### src/rtl/shift_seq_4bit.sv
// rtl/shift_seq_4bit.sv - multi-cycle one-bit-per-clock shifter with valid/ready ports
// Optional rotate mode: define SHIFT_SEQ_ROTATE_EN to add in_rot.
module shift_seq_4bit #(
  parameter int WIDTH = 4,
  parameter int CNT_W = 2
) (
  input  logic             clk,
  input  logic             rst_n,
  input  logic             in_valid,
  output logic             in_ready,
  input  logic [WIDTH-1:0] in_data,
  input  logic [CNT_W-1:0] in_amt,
  input  logic             in_dir,
`ifdef SHIFT_SEQ_ROTATE_EN
  input  logic             in_rot,
`endif
  output logic             out_valid,
  input  logic             out_ready,
  output logic [WIDTH-1:0] out_data,
  output logic             busy
);

  typedef enum logic [1:0] {
    IDLE  = 2'b00,
    SHIFT = 2'b01,
    DONE  = 2'b10
  } state_t;

  state_t           state, state_nxt;
  logic [WIDTH-1:0] data_q, data_nxt;
  logic [CNT_W-1:0] cnt_q, cnt_nxt;
  logic             dir_q, dir_nxt;
  logic             rot_q;
  logic             fill_l, fill_r;
  logic             accept;

  assign accept    = (state == IDLE) && in_valid;
  assign in_ready  = (state == IDLE);
  assign out_valid = (state == DONE);
  assign busy      = (state != IDLE);
  assign out_data  = data_q;

`ifdef SHIFT_SEQ_ROTATE_EN
  always_ff @(posedge clk or negedge rst_n) begin
    if (!rst_n) begin
      rot_q <= 1'b0;
    end else if (accept) begin
      rot_q <= in_rot;
    end
  end
`else
  assign rot_q = 1'b0;
`endif

  // Vacated bit: zero for a logical shift, the bit falling off the other end for a rotate.
  assign fill_l = rot_q & data_q[WIDTH-1];
  assign fill_r = rot_q & data_q[0];

  always_ff @(posedge clk or negedge rst_n) begin
    if (!rst_n) begin
      state <= IDLE;
    end else begin
      state <= state_nxt;
    end
  end

  always_comb begin
    state_nxt = state;
    data_nxt  = data_q;
    cnt_nxt   = cnt_q;
    dir_nxt   = dir_q;
    case (state)
      IDLE: begin
        if (in_valid) begin
          data_nxt  = in_data;
          cnt_nxt   = in_amt;
          dir_nxt   = in_dir;
          state_nxt = (in_amt == '0) ? DONE : SHIFT;
        end
      end
      SHIFT: begin
        data_nxt = dir_q ? {fill_r, data_q[WIDTH-1:1]} : {data_q[WIDTH-2:0], fill_l};
        cnt_nxt  = cnt_q - 1'b1;
        // A zero count here is unreachable; treat it as finished rather than wrap.
        if ((cnt_q == CNT_W'(1)) || (cnt_q == '0)) begin
          state_nxt = DONE;
        end
      end
      DONE: begin
        if (out_ready) begin
          state_nxt = IDLE;
        end
      end
      default: begin
        state_nxt = IDLE;
      end
    endcase
  end

  always_ff @(posedge clk or negedge rst_n) begin
    if (!rst_n) begin
      data_q <= '0;
      cnt_q  <= '0;
      dir_q  <= 1'b0;
    end else begin
      data_q <= data_nxt;
      cnt_q  <= cnt_nxt;
      dir_q  <= dir_nxt;
    end
  end

endmodule

### config.mk
export PLATFORM = sky130hd
export DESIGN_NAME = shift_seq_4bit
export DESIGN_NICKNAME = d
export VERILOG_FILES = /design/src/rtl/shift_seq_4bit.sv
export SDC_FILE = /design/constraint.sdc
export NUM_CORES = 1
export LEC_CHECK = 0
export CAP_MARGIN = 20
export CELL_PAD_IN_SITES_DETAIL_PLACEMENT = 1
export CELL_PAD_IN_SITES_GLOBAL_PLACEMENT = 2
export CORE_MARGIN = 1
export CORE_UTILIZATION = 23
export CTS_CLUSTER_SIZE = 40
export DETAILED_ROUTE_END_ITERATION = 8
export PLACE_DENSITY_LB_ADDON = 0.1
export SKIP_CTS_REPAIR_TIMING = 1
export SYNTH_ARGS = -nofsm -noshare
export SYNTH_HDL_FRONTEND = slang
export SYNTH_SLANG_ARGS = --single-unit
### constraint.sdc
create_clock -name clk -period 1.2 [get_ports clk]
set_clock_uncertainty 0.1 [all_clocks]
set_input_delay 0.24 -clock clk [delete_from_list [all_inputs] [get_ports clk]]
set_output_delay 0.24 -clock clk [all_outputs]
set_load 0.02 [all_outputs]
==> flow_summary.json <==
{
  "syn-num-nets": 62,
  "yosysMostFrequentCell": "dfrtp_1",
  "slowest_delay_ns": 0.43,
  "cts_root_buf": "clkbuf_4",
  "crit_buf_inv": 1,
  "vias": 500,
  "highest_layer": "met3",
  "ys_seq_area_share_pct": 43.5,
  "pre_cts_slack_ns": -0.342,
  "m1WireLength_um": 606,
  "finalWorstSetupSlack_ns": -0.141,
  "die_h_um": 49.5,
  "wl_per_cell_um": 12.8,
  "p_int_w": 0.00138,
  "worst_slew_pin_slew_ns": 0.333,
  "swShare_pct": 40.0,
  "met2WireLength_um": 718,
  "ys_types": 23,
  "status": "finished with violations",
  "synth_area_per_cell_um2": 10.6,
  "crit_required_ns": 1.25,
  "overflow": 0,
  "avgViaCountPerCell": 4.63,
  "clk_pin_slew_worst_paths_ns": 0.06,
  "vdd_drop_max_mv": 0.937,
  "cts_buffer_depth": 2,
  "synthArstFlopShare_pct": 100,
  "htree_num_levels": 1,
  "end_kind": "flop",
  "whs_ns": 0.163,
  "netSwitchingPower_w": 0.000922,
  "cts_made_buffers": 3,
  "cts.sinks": 9,
  "hpwl_mm": 1.02,
  "pin_count": 18,
  "rows": 16,
  "grt_antenna_before_repair": 0,
  "port-buffer-count": 17,
  "drive_gt1_share_pct": 50.6,
  "design.core.area_mm2": 0.00204,
  "gp_congestion": 0.722,
  "power_frac_clock_pct": 10.1,
  "insertion_delay_ns": 0.26,
  "p_leak_nw": 0.401,
  "cp_slowest_cell": "dfrtp_1",
  "worstPathMaxFanout": 9,
  "drt_iter0_drc": 5,
  "synth_area_leader_cell": "dfrtp_1",
  "fin_util_pct": 43.7,
  "antenna_left": 0,
  "min_period_over_period_pct": 112,
  "grt_usage_pct": 12.5,
  "die_area_mm2": 0.00245,
  "start_util_pct": 25.4,
  "hold_violations": 0,
  "drtPass1Iterations": 2,
  "grt_pass1_wl_mm": 2.24,
  "finalSetupViolCount": 10,
  "period_needed_ns": 1.34,
  "synthFlopType": "dfrtp_1",
  "synthCells": 49,
  "p_total_w": 0.00230,
  "crit_type": "flop to flop",
  "synth_edf_count": 0,
  "power.density_mw_per_mm2": 2580,
  "cp-start-kind": "flop",
  "fin_nets": 95,
  "sequentialPowerShare_pct": 25.5,
  "fmax_mhz": 746,
  "cpLargestDelayFamily": "flip-flops",
  "fillCellCount": 241,
  "wl_met3_um": 63,
  "max-slew-margin-rel_pct": 77.7,
  "critPathArrivalTime_ns": 1.39,
  "die_w_um": 49.5,
  "ys_ff_latch": 9,
  "drc": 0,
  "synthTopCellsByCount": "9 x dfrtp_1, 5 x inv_1, 4 x a2bb2oi_1, 3 x o21ai_0, 3 x o22a_2",
  "violations": "negative setup slack",
  "cts_tree": "yes",
  "hp-class": "input pin to async pin",
  "yosysWarnings": 0,
  "rsz0062_at_grt": "yes",
  "synth_top_area_share_pct": 43.5,
  "synth_area_leaders": "dfrtp_1 43%, a2bb2oi_1 6.8%, o22a_2 5.8%",
  "grt_pass1_vias": 528,
  "power_frac_comb_pct": 64.4,
  "syn_area_um2": 518,
  "area_delta_synth_final_pct": 72.2,
  "diodes": 0,
  "grt_max_degree": 14,
  "cp_cell_sequence": "buf_6 -> nand2b_4 -> a2bb2oi_1 -> o22a_2",
  "drv_cap": 0,
  "finalWirelength_mm": 1.39,
  "slew_violations": 0
}
## final timing paths
kind,start,to,slack (ns),depth (start not counted)
hold reg to reg,cnt_q[1],cnt_q[1],0.41,1
setup / recovery,state[0],out_data[1],-0.14,4
setup reg to reg,state[0],out_data[1],-0.14,4
hold / removal,rst_n,state[1],0.16,2
min in group clk,in_valid,dir_q,0.40,3
max in group asynchronous,rst_n,state[1],0.69,2
## per-stage QoR
step	instances	cell area, um2	TNS (ns)
after detailed placement	102	796	-3.94
after global placement	102	796	-3.84
after global routing	108	892	-1.66
final	108	892	-1.14
after floorplan	49	526	0
after CTS	106	822	-4.39
## sequential cells by signal (all words and copies together), names as in the netlist
name / flops
state: 2
cnt_q: 2
dir_q: 1
out_data: 4
## power by group through the flow
stage | registers, W | clock network, W | logic (W)
after global placement | 0.000585 | 0 | 0.00134
after CTS | 0.000585 | 0.000249 | 0.00134
final | 0.000588 | 0.000233 | 0.00148
after floorplan | 0.000671 | 0 | 0.000646
after global routing | 0.000607 | 0.000275 | 0.00161
after detailed placement | 0.000592 | 0 | 0.00134
## placed cells by master (no fill, tap or decap), drive strengths merged
| cell type | count |
|---|---|
| buf | 15 |
| mux2 | 1 |
| o31ai | 1 |
| ha | 2 |
| nand2 | 2 |
| o22ai | 1 |
| a21oi | 2 |
| a2bb2oi | 4 |
| dlymetal6s2s | 1 |
| mux2i | 2 |
| o21ai | 3 |
| nor2 | 4 |
| a32oi | 1 |
| and3b | 1 |
| clkbuf | 9 |
| nor2b | 2 |
| o32a | 1 |
| inv | 5 |
| clkdlybuf4s50 | 9 |
| dfrtp | 9 |
| o21a | 1 |
| o22a | 4 |
| nand2b | 1 |
## kinds of logic after synthesis
| group | synth area share (%) |
|---|---|
| compound gates | 26.8 |
| mux | 6.04 |
| simple gates | 12.1 |
| buf+inv | 6.76 |
| fa+ha+maj | 4.83 |
| flops | 43.5 |
## cell type report
type,count,area (um2),area share [%]
multi-input combinational,33,323,36.2
timing repair buffer,30,264,29.6
sequential,9,226,25.4
tap,27,33.8,3.79
clock buffer,4,26.3,2.95
inverter,5,18.8,2.10
## metal layers
layer	vias to the layer above	GRT usage, %
li1	244	-
met1	244	14.3
met2	12	21.2
met3	0	5.56
met4	0	2.86
met5	-	0
## worst reg2reg max path, stage by stage, from the launching register on
cell	delay, ns
dfrtp_1	0.43
buf_6	0.17
nand2b_4	0.18
a2bb2oi_1	0.15
o22a_2	0.19
(Power assumes the default switching activity.)
